File: config.mk
export PLATFORM = sky130hd
export DESIGN_NAME = muladd_arb
export DESIGN_NICKNAME = d
export VERILOG_FILES = /design/src/rtl/muladd_arb_pkg.sv /design/src/rtl/muladd_arb_tagq.sv /design/src/rtl/muladd_arb.sv
export SDC_FILE = /design/constraint.sdc
export NUM_CORES = 1
export LEC_CHECK = 0
export CAP_MARGIN = 10
export CORE_AREA = 3 3 457 459
export CTS_CLUSTER_SIZE = 40
export DETAILED_ROUTE_END_ITERATION = 7
export DIE_AREA = 0 0 460 462
export MAX_ROUTING_LAYER = met4
export PLACE_DENSITY_LB_ADDON = 0.2
export SLEW_MARGIN = 20
export SYNTH_ARGS = -nofsm -noshare
export SYNTH_HDL_FRONTEND = slang
export SYNTH_HIERARCHICAL = 1
export SYNTH_SLANG_ARGS = --single-unit
File: constraint.sdc
create_clock -name ck -period 4.2 [get_ports ck]
set_input_delay 0.84 -clock ck [delete_from_list [all_inputs] [get_ports ck]]
set_output_delay 0.84 -clock ck [all_outputs]
set_load 0.05 [all_outputs]
File: src/rtl/muladd_arb_pkg.sv
// ============================================================================
// Module   : muladd_arb_pkg
// Purpose  : Shared widths and operation/result bundles for the muladd
//            round-robin scheduler.
// Revision : 1.0 - initial release
// ============================================================================
`default_nettype none

package muladd_arb_pkg;

  localparam int MU_DW  = 64;  // IEEE-754 double operand/result width
  localparam int HTID_W = 9;   // hardware thread ID width

  // One operation as issued to the muladd unit (a + b*c)
  typedef struct packed {
    logic [MU_DW-1:0]  a;
    logic [MU_DW-1:0]  b;
    logic [MU_DW-1:0]  c;
    logic [HTID_W-1:0] htId;
  } mu_op_t;

  // One result as returned by the muladd unit
  typedef struct packed {
    logic [MU_DW-1:0]  res;
    logic [HTID_W-1:0] htId;
  } mu_res_t;

endpackage

`default_nettype wire

File: src/rtl/muladd_arb_tagq.sv
// ============================================================================
// Module   : muladd_arb_tagq
// Purpose  : In-order tag FIFO holding the requester index of each operation
//            in flight. Pointers carry one extra MSB to tell full from empty.
//            Push while full and pop while empty are ignored.
// Revision : 1.0 - initial release
// ============================================================================
`default_nettype none

module muladd_arb_tagq
  import muladd_arb_pkg::*;
#(
  parameter int DEPTH = 32,  // power of two, >= 2
  parameter int W     = 2
) (
  input  logic         ck,
  input  logic         rst_n,
  input  logic         push_i,
  input  logic [W-1:0] push_data_i,
  input  logic         pop_i,
  output logic [W-1:0] head_o,
  output logic         empty_o,
  output logic         full_o
);

  localparam int AW = $clog2(DEPTH);

  logic [W-1:0] mem_q [DEPTH];
  logic [AW:0]  wptr_q;
  logic [AW:0]  rptr_q;
  logic         w_push;
  logic         w_pop;

  assign empty_o = (wptr_q == rptr_q);
  assign full_o  = (wptr_q[AW] != rptr_q[AW]) && (wptr_q[AW-1:0] == rptr_q[AW-1:0]);
  assign w_push  = push_i & ~full_o;
  assign w_pop   = pop_i & ~empty_o;
  assign head_o  = mem_q[rptr_q[AW-1:0]];

  // Storage: entries are only read while valid, so they need no reset
  always_ff @(posedge ck) begin
    if (w_push) begin
      mem_q[wptr_q[AW-1:0]] <= push_data_i;
    end
  end

  // Read/write pointers; reset discards every queued tag
  always_ff @(posedge ck or negedge rst_n) begin
    if (!rst_n) begin
      wptr_q <= '0;
      rptr_q <= '0;
    end else begin
      if (w_push) wptr_q <= wptr_q + (AW+1)'(1);
      if (w_pop)  rptr_q <= rptr_q + (AW+1)'(1);
    end
  end

endmodule

`default_nettype wire

File: src/rtl/muladd_arb.sv
// ============================================================================
// Module   : muladd_arb
// Purpose  : Round-robin scheduler sharing one muladd unit (a + b*c) among
//            NREQ requesters. Bounds operations in flight, tags each issue
//            with its requester and steers in-order results back.
// Options  : MULADD_ARB_STATS_EN - adds per-requester 32-bit grant counters
//            on o_issue_cnt.
// Revision : 1.0 - initial release
// ============================================================================
`default_nettype none

module muladd_arb
  import muladd_arb_pkg::*;
#(
  parameter  int NREQ    = 4,
  parameter  int MAX_OUT = 32,
  localparam int RW      = $clog2(NREQ)
) (
  input  logic                     ck,
  input  logic                     rst_n,
  input  logic [NREQ-1:0]          i_req_vld,
  input  logic [NREQ*MU_DW-1:0]    i_req_a,
  input  logic [NREQ*MU_DW-1:0]    i_req_b,
  input  logic [NREQ*MU_DW-1:0]    i_req_c,
  input  logic [NREQ*HTID_W-1:0]   i_req_htId,
  output logic [NREQ-1:0]          o_req_rdy,
  output logic [MU_DW-1:0]         o_mu_a,
  output logic [MU_DW-1:0]         o_mu_b,
  output logic [MU_DW-1:0]         o_mu_c,
  output logic [HTID_W-1:0]        o_mu_htId,
  output logic                     o_mu_vld,
  input  logic                     i_mu_rdy,
  input  logic [MU_DW-1:0]         i_mu_res,
  input  logic [HTID_W-1:0]        i_mu_htId,
  input  logic                     i_mu_vld,
  output logic [MU_DW-1:0]         o_res,
  output logic [HTID_W-1:0]        o_res_htId,
  output logic [NREQ-1:0]          o_res_vld,
  output logic                     o_busy,
  output logic                     o_err
`ifdef MULADD_ARB_STATS_EN
  ,
  output logic [NREQ*32-1:0]       o_issue_cnt
`endif
);

  localparam int            CW         = $clog2(MAX_OUT) + 1;
  localparam logic [CW-1:0] C_MAX_OUT  = CW'(MAX_OUT);
  localparam logic [RW-1:0] C_LAST_RST = RW'(NREQ - 1);

  logic [RW-1:0]   last_q;
  logic [CW-1:0]   out_cnt_q;
  logic [CW-1:0]   out_cnt_d;
  mu_op_t          mu_op_q;
  logic            mu_vld_q;
  mu_res_t         res_q;
  logic [NREQ-1:0] res_vld_q;
  logic            busy_q;
  logic            err_q;

  logic            w_elig;
  logic            w_gnt;
  logic [RW-1:0]   w_gnt_idx;
  mu_op_t          w_sel_op;
  logic [RW-1:0]   w_tag_head;
  logic            w_tag_empty;
  logic            w_tag_full;
  logic            w_pop;

  // Tag FIFO is full exactly when out_cnt hits MAX_OUT; both are checked
  assign w_elig = i_mu_rdy & (out_cnt_q < C_MAX_OUT) & ~w_tag_full;
  assign w_pop  = i_mu_vld & ~w_tag_empty;

  // Round-robin search starting one past the last granted requester
  always_comb begin
    w_gnt     = 1'b0;
    w_gnt_idx = '0;
    for (int k = 1; k <= NREQ; k++) begin
      if (!w_gnt && w_elig && i_req_vld[(int'(last_q) + k) % NREQ]) begin
        w_gnt     = 1'b1;
        w_gnt_idx = RW'((int'(last_q) + k) % NREQ);
      end
    end
  end

  assign o_req_rdy = w_gnt ? (NREQ'(1) << w_gnt_idx) : '0;

  // Operand slice of the granted requester
  always_comb begin
    w_sel_op.a    = i_req_a[w_gnt_idx*MU_DW +: MU_DW];
    w_sel_op.b    = i_req_b[w_gnt_idx*MU_DW +: MU_DW];
    w_sel_op.c    = i_req_c[w_gnt_idx*MU_DW +: MU_DW];
    w_sel_op.htId = i_req_htId[w_gnt_idx*HTID_W +: HTID_W];
  end

  // Priority pointer moves only when something is granted
  always_ff @(posedge ck or negedge rst_n) begin
    if (!rst_n) begin
      last_q <= C_LAST_RST;
    end else if (w_gnt) begin
      last_q <= w_gnt_idx;
    end
  end

  // Issue register: one-cycle valid pulse per grant, data held otherwise
  always_ff @(posedge ck or negedge rst_n) begin
    if (!rst_n) begin
      mu_op_q  <= '0;
      mu_vld_q <= 1'b0;
    end else begin
      mu_vld_q <= w_gnt;
      if (w_gnt) begin
        mu_op_q <= w_sel_op;
      end
    end
  end

  // Outstanding count: a spurious result (empty FIFO) never decrements
  always_comb begin
    out_cnt_d = out_cnt_q;
    case ({w_gnt, w_pop})
      2'b10:   out_cnt_d = out_cnt_q + CW'(1);
      2'b01:   out_cnt_d = out_cnt_q - CW'(1);
      default: out_cnt_d = out_cnt_q;
    endcase
  end

  // Outstanding counter and busy flag reflecting the updated count
  always_ff @(posedge ck or negedge rst_n) begin
    if (!rst_n) begin
      out_cnt_q <= '0;
      busy_q    <= 1'b0;
    end else begin
      out_cnt_q <= out_cnt_d;
      busy_q    <= (out_cnt_d != '0);
    end
  end

  // Result register steered by the tag FIFO head; sticky error on orphans
  always_ff @(posedge ck or negedge rst_n) begin
    if (!rst_n) begin
      res_q     <= '0;
      res_vld_q <= '0;
      err_q     <= 1'b0;
    end else begin
      res_vld_q <= w_pop ? (NREQ'(1) << w_tag_head) : '0;
      if (i_mu_vld) begin
        res_q.res  <= i_mu_res;
        res_q.htId <= i_mu_htId;
      end
      if (i_mu_vld && w_tag_empty) begin
        err_q <= 1'b1;
      end
    end
  end

  muladd_arb_tagq #(
    .DEPTH (MAX_OUT),
    .W     (RW)
  ) u_tagq (
    .ck          (ck),
    .rst_n       (rst_n),
    .push_i      (w_gnt),
    .push_data_i (w_gnt_idx),
    .pop_i       (i_mu_vld),
    .head_o      (w_tag_head),
    .empty_o     (w_tag_empty),
    .full_o      (w_tag_full)
  );

  assign o_mu_a     = mu_op_q.a;
  assign o_mu_b     = mu_op_q.b;
  assign o_mu_c     = mu_op_q.c;
  assign o_mu_htId  = mu_op_q.htId;
  assign o_mu_vld   = mu_vld_q;
  assign o_res      = res_q.res;
  assign o_res_htId = res_q.htId;
  assign o_res_vld  = res_vld_q;
  assign o_busy     = busy_q;
  assign o_err      = err_q;

`ifdef MULADD_ARB_STATS_EN
  for (genvar gi = 0; gi < NREQ; gi++) begin : g_stats
    logic [31:0] issue_cnt_q;

    // Per-requester grant counter, wraps naturally at 2^32
    always_ff @(posedge ck or negedge rst_n) begin
      if (!rst_n) begin
        issue_cnt_q <= '0;
      end else if (o_req_rdy[gi]) begin
        issue_cnt_q <= issue_cnt_q + 32'd1;
      end
    end

    assign o_issue_cnt[gi*32 +: 32] = issue_cnt_q;
  end
`endif

endmodule

`default_nettype wire
* Word level (Yosys, flattened, before mapping)
Memory sizes are Yosys's and may differ from the RTL's.
Cells that the tools add are included.
** Word-level totals
- Flip-flop bits (word level) :: 301
- RAM bits :: 64
- Bits of input ports :: 885
- Output and inout port bits :: 285
- Word-level logic and storage cells :: 92
- Memories :: 1
** Cells by class
- Add/sub/neg operators :: 8
- $mul :: 1
- Order comparisons :: 5
- Equal/unequal tests :: 5
- Shift operators :: 6
- Multiplexer cells :: 25
- Bitwise gates (word level) :: 10
- Reductions and logical operators :: 17
** Memory list
- u_tagq.mem_q :: words 32, bits a word 2, rd ports 1, clocked after memory_dff 0, write ports 1, line muladd_arb_tagq.sv:28 : logic [W-1:0] mem_q [DEPTH];
** Operators with widths (number)
- $shiftx 256x9->64 :: 3
- $shiftx 36x7->9 :: 1
- $add 6x1->6 const B :: 3
- $lt 3x4->1 const B :: 4
- $mux 1 :: 14
- $pmux 6 s2 :: 1
- $logic_and 1x1->1 :: 9
- $bmux 1 s2 :: 4
- $mux 2 :: 4
- $mux 4 :: 2
- $reduce_or 2->1 :: 4
- $shl 1x2->4 const A :: 2
- $eq 6x6->1 :: 1
- $lt 6x6->1 const B :: 1
- $mul 2x4->6 const B :: 1
- $reduce_bool 6->1 :: 1
- $sub 6x1->6 const B :: 1
- $eq 5x5->1 :: 1
- $add 2x1->2 const B :: 2
- $add 2x2->2 const B :: 2
- $and 1x1->1 :: 4
- $and 1x1->1 const A :: 4
- $logic_not 1->1 :: 3
- $eq 2x1->1 const B :: 1
- 3 further kinds :: 4

* Depth between registers and ports, before layout
- Word-level depth :: 23
- Depth in mapped cells :: 15
- Mapped depth without buffers :: 13

* Hierarchy
The synthesis kept the hierarchy.
** By module, submodules not included
- muladd_arb :: instances 1, cells each 1830, area each 17229.0 µm², sequential area each 7234.4 µm²
- muladd_arb_tagq :: instances 1, cells each 200, area each 3300.7 µm², sequential area each 2222.1 µm²

* Worst setup path before layout
Ideal clock, no wire load.
- Path kind :: input -> output
- Start point :: input port i_req_vld[3]
- End point :: output port o_req_rdy[1]
- Data arrival time :: 2.788 ns
- Required time :: 3.360 ns
- Path slack :: 0.572 ns
- Stages on the path :: 7
- Path buffers :: 2
- Cells stage by stage :: or2_2 -> o221a_2 -> nand2_1 -> buf_2 -> buf_2 -> inv_1 -> nor2_1
** On the way
- Word-level cells in the longest chain between the ends :: 19
- Elaborated cells between the ends (all ways) :: 32
- Classes of those cells :: shift (1); mux (21); reduce/logical (10)
** RTL lines
- start: declaration :: line muladd_arb.sv:21 : input logic [NREQ-1:0] i_req_vld,
- $bmux 1 s2 :: line muladd_arb.sv:79 : if (!w_gnt && w_elig && i_req_vld[(int'(last_q) + k) % NREQ]) begin
- $mux 1 (implied by the code) (2 in series) :: line muladd_arb.sv:79
- $logic_and 1x1->1 :: line muladd_arb.sv:79
- $mux 1 :: line muladd_arb.sv:79
- $logic_not 1->1 :: line muladd_arb.sv:79
- $logic_and 1x1->1 (2 in series) :: line muladd_arb.sv:79
- $mux 1 :: line muladd_arb.sv:79
- $logic_not 1->1 :: line muladd_arb.sv:79
- $logic_and 1x1->1 (2 in series) :: line muladd_arb.sv:79
- $mux 1 :: line muladd_arb.sv:79
- $logic_not 1->1 :: line muladd_arb.sv:79
- $logic_and 1x1->1 (2 in series) :: line muladd_arb.sv:79
- $mux 2 * :: line muladd_arb.sv:79
- via w_gnt_idx[1] :: line muladd_arb.sv:63 : logic [RW-1:0] w_gnt_idx;
- $shl 1x2->4 * :: line muladd_arb.sv:86 : assign o_req_rdy = w_gnt ? (NREQ'(1) << w_gnt_idx) : '0;
- $mux 4 * :: line muladd_arb.sv:86
- end: declaration :: line muladd_arb.sv:26 : output logic [NREQ-1:0] o_req_rdy,
Mark *: on every way through the listed nets, which the timed path passes. The rest lies on a longest branch. The select of a mux whose other input is x is not followed.

* Final worst setup path
- Start point :: register u_tagq.rptr_q[2]
- End point :: output port o_req_rdy[1]
** On the way
- Word-level cells in the longest chain between the ends :: 20
- Elaborated cells between the ends (all ways) :: 24
- Classes of those cells :: eq/ne (1); shift (1); mux (9); bitwise (2); reduce/logical (11)
** RTL lines
- start: declaration :: line muladd_arb_tagq.sv:30 : logic [AW:0] rptr_q;
- start signal: assignment :: line muladd_arb_tagq.sv:54 : if (w_pop) rptr_q <= rptr_q + (AW+1)'(1);
- $eq 5x5->1 * :: line muladd_arb_tagq.sv:35 : assign full_o = (wptr_q[AW] != rptr_q[AW]) && (wptr_q[AW-1:0] == rptr_q[AW-1:0]);
- $logic_and 1x1->1 * :: line muladd_arb_tagq.sv:35
- via w_tag_full :: line muladd_arb.sv:67 : logic w_tag_full;
- $not 1->1 * :: line muladd_arb.sv:71 : assign w_elig = i_mu_rdy & (out_cnt_q < C_MAX_OUT) & ~w_tag_full;
- $and 1x1->1 * :: line muladd_arb.sv:71
- $logic_and 1x1->1 :: line muladd_arb.sv:79
- $mux 1 :: line muladd_arb.sv:79
- $logic_not 1->1 :: line muladd_arb.sv:79
- [... 4 more ...]
- $logic_and 1x1->1 (2 in series) :: line muladd_arb.sv:79
- $mux 1 :: line muladd_arb.sv:79
- $logic_not 1->1 :: line muladd_arb.sv:79
- $logic_and 1x1->1 (2 in series) :: line muladd_arb.sv:79
- $mux 2 * :: line muladd_arb.sv:79
- via w_gnt_idx[1] :: line muladd_arb.sv:63
- $shl 1x2->4 * :: line muladd_arb.sv:86
- $mux 4 * :: line muladd_arb.sv:86
Mark *: on every way through the listed nets, which the timed path passes. The rest lies on a longest branch.

==> key figures <==
Cells and area
  • Nets: a little over 4000
  • Seq. cell area: 0.009457 mm^2
  • Area Growth Syn to Fin: 83.07%
  • Share of cells above drive strength 1: 9.134%
  • Fin util: a little under a fifth
  • FILL cells: 22830
  • Area of the multi-input gates: 0.009400 mm^2

Global routing
  • Initial antenna violation count: 54
  • Vias in the first global route: 22510
  • Total grt overflow: 0
  • Largest net degree at the start of global routing: between 100 and 150
  • Global-route wire length before repair: 211000 um
  • Global-route usage over all layers: between 10 and 15%

Detailed routing
  • Via count: 21650
  • Detailed Route Iter0 Violations: 1158
  • First-pass DRT Iterations: 5
  • Post-route ant nets: 0
  • Residual DRC: 0
  • Final wirelength: 162800 um
  • Routed length per instance: ~28 um
  • Via density: 3.668

Synthesis
  • Post-synth top area cell: dfrtp_1
  • YS warnings: 6
  • Cell with the most instances after synthesis: a211oi_1
  • Post-synthesis net count: about 2900
  • Top_reg_cell synth: dfrtp_1
  • Seq/Total Area, Yosys: a little under half
  • Top cells by area, synth: dfrtp_1 (36%), a211oi_1 (15%), mux2i_1 (9.8%)
  • Mapped Area: 0.02053 mm^2
  • Synthesized area per cell: slightly above 10 um^2
  • #FFs+latches synth: 365
  • Post-synth EDFFs: 64
  • Unique masters post-synth: 54
  • Commonest cells post-synth: a211oi_1 (403), dfrtp_1 (299), nor2_1 (247)
  • Cells after synthesis: slightly above 2000
  • Top cell type's share of synthesized area: 36.45%
  • Asr flop ratio synth: around 82%

Setup path
  • R2r startpoint: u_tagq/rptr_q[2]$_DFFE_PN0P_
  • Crit. Startpoint: u_tagq/rptr_q[2]$_DFFE_PN0P_
  • CP Capture Type: output pin
  • Kind of start point of the critical path: register
  • Maximum fanout along the worst path: 20
  • CP required: 3.36 ns
  • WP data arrival: slightly below 3 ns
  • Crit path kind: reg -> out

Clock network
  • Clk Tree Root Cell: clkbuf_16
  • Clock Latency Late Sink: 0.68 ns
  • Total CTS buffers: 53
  • Post-CTS Hold Buffers: 0
  • Clk slew on worst S/H paths: 0.06 ns
  • CTS Sinks: 365
  • Post-cts sizing count: 0
  • Post-CTS Setup Bufs: 0
  • H-tree levels: 2
  • CTS tree: built
  • Clock buffer depth: 3

Flow run
  • Max-Cap Viols: 0

Placement
  • Final HPWL DP: 129900 um
  • I/O Buffers: 1169
  • Worst slack, placed: -0.02650 ns
  • Routability congestion estimate: 0.8535

Worst hold path
  • Hold crit path type: in -> async

STA
  • Fmax: ~270 MHz
  • Unrepaired setup endpoints after global routing: no
  • Clock period minus worst slack: roughly 3.7 ns
  • Max-slew violations: 0
  • PnR worst setup slack: between 0.4 and 0.5 ns
  • Setup TNS Final: 0 ns
  • Fin. Hold Viols: 0
  • Setup Viol. Count Final: 0
  • Worst slew margin: 16.49%
  • Final Cycle Share: 89.23%
  • Worst clock skew: around 0.059 ns
  • Worst Max-Slew Pin Slew: roughly 1.3 ns

Floorplan
  • Chip width: 460 um
  • Initial Util: 10.02%
  • Die Ht: 462 um
  • IO Pins: 1170
  • Core area: between 0.2 and 0.25 mm^2
  • Row cnt: 166
  • Die area: 0.2125 mm^2

Power and ir drop
  • P per Cell Area: a little under 700 mW/mm^2
  • VDD IR max: 0.5174 mV
  • Pleak: 0.01447 uW

Run status
  • Status: finished clean
[power by group]
| part | internal, uW | switching, uW |
|---|---|---|
| sequential | 4860 | 1020 |
| combinational | 4990 | 10000 |
| clock | 2830 | 2050 |
[critical path: stages, from the launching register on]
cell	delay, ns
dfrtp_1	0.60
xnor2_1	0.18
nand3_1	0.12
nor4_1	0.29
nor3b_1	0.12
buf_4	0.17
nand2_4	0.25
inv_1	0.11
nor2_1	0.16
buf_4	0.23
[per-layer routing]
layer	part of all wire [%]	routed length [um]	track usage [%]	vias to the layer above
met5	0	0	-	-
met4	1.8	2905	2.803	0
met3	8.9	14550	4.997	146
met2	47	76710	24.32	927
met1	42	68630	17.98	10790
li1	-	-	-	9784
[per-stage QoR]
stage	power (uW)	cell area (um^2)	hold slack (ns)	std cells
2_1_floorplan	13950	20530	0.4437	2030
3_3_place_gp	21230	35690	0.4505	5775
3_5_place_dp	21230	35690	0.4582	5775
4_1_cts	26380	37520	0.1200	5874
5_1_grt	27130	37570	0.1335	5897
6_report	25760	37580	0.1451	5901
[final cells by class]
type | instances | area share, %
timing repair buffer | 1257 | 33.73
sequential | 365 | 25.16
multi-input combinational | 1257 | 25.01
tap | 2688 | 8.949
clock buffer | 68 | 3.865
inverter | 208 | 2.097
clock inverter | 31 | 1.005
antenna | 27 | 0.1798
[registers in the layout, indices dropped and copies added (netlist names)]
register and count:
o_mu_b 64, o_mu_a 64, u_tagq/mem_q 64, u_tagq/wptr_q 6, out_cnt_q 6, o_err 1, o_mu_htId 9, o_res_vld 4
o_res_htId 9, o_busy 1, o_mu_vld 1, u_tagq/rptr_q 6, last_q 2, o_res 64, o_mu_c 64
[cells by family (layout without fill, tap and decap cells)]
group / after synthesis / count (layout) / share of synthesized area, %
adder cells (fa/ha/maj): 8 / 8 / 0.4876
AO/OA/AOI/OAI: 624 / 624 / 21.59
flip-flops: 365 / 365 / 46.06
XOR/XNOR: 22 / 22 / 0.9385
other: 0 / 27 / 0
AND/OR/NAND/NOR: 304 / 304 / 6.137
buffers and inverters: 408 / 1564 / 8.411
multiplexers: 299 / 299 / 16.38
[placed cells by master, fill, tap and decap left out, drive strengths merged, types with 6 or more instances in the layout]
master,count
a211oi,403
a31oi,201
buf,95
bufinv,6
clkbuf,68
clkdlybuf4s50,1162
clkinv,20
dfrtp,299
diode,27
edfxtp,64
ha,8
inv,212
mux2,77
mux2i,202
mux4,20
nand2,16
nand3,7
nor2,247
nor2b,6
o21ai,7
xnor2,12
xor2,10
[worst paths after layout]
check	endpoint	slack (ns)	depth (start not counted)
worst max-delay path	o_req_rdy[1]	0.45	9
min in group ck	o_err$_DFFE_PN0P_	0.46	1
worst max register to register	o_busy$_DFF_PN0_	0.56	14
worst min-delay path	o_mu_b[28]$_DFFE_PN0P_	0.15	1
worst min register to register	o_err$_DFFE_PN0P_	0.46	1
max in group asynchronous	o_mu_a[55]$_DFFE_PN0P_	2.88	3
No activity file was read; power rests on OpenSTA's default activity.
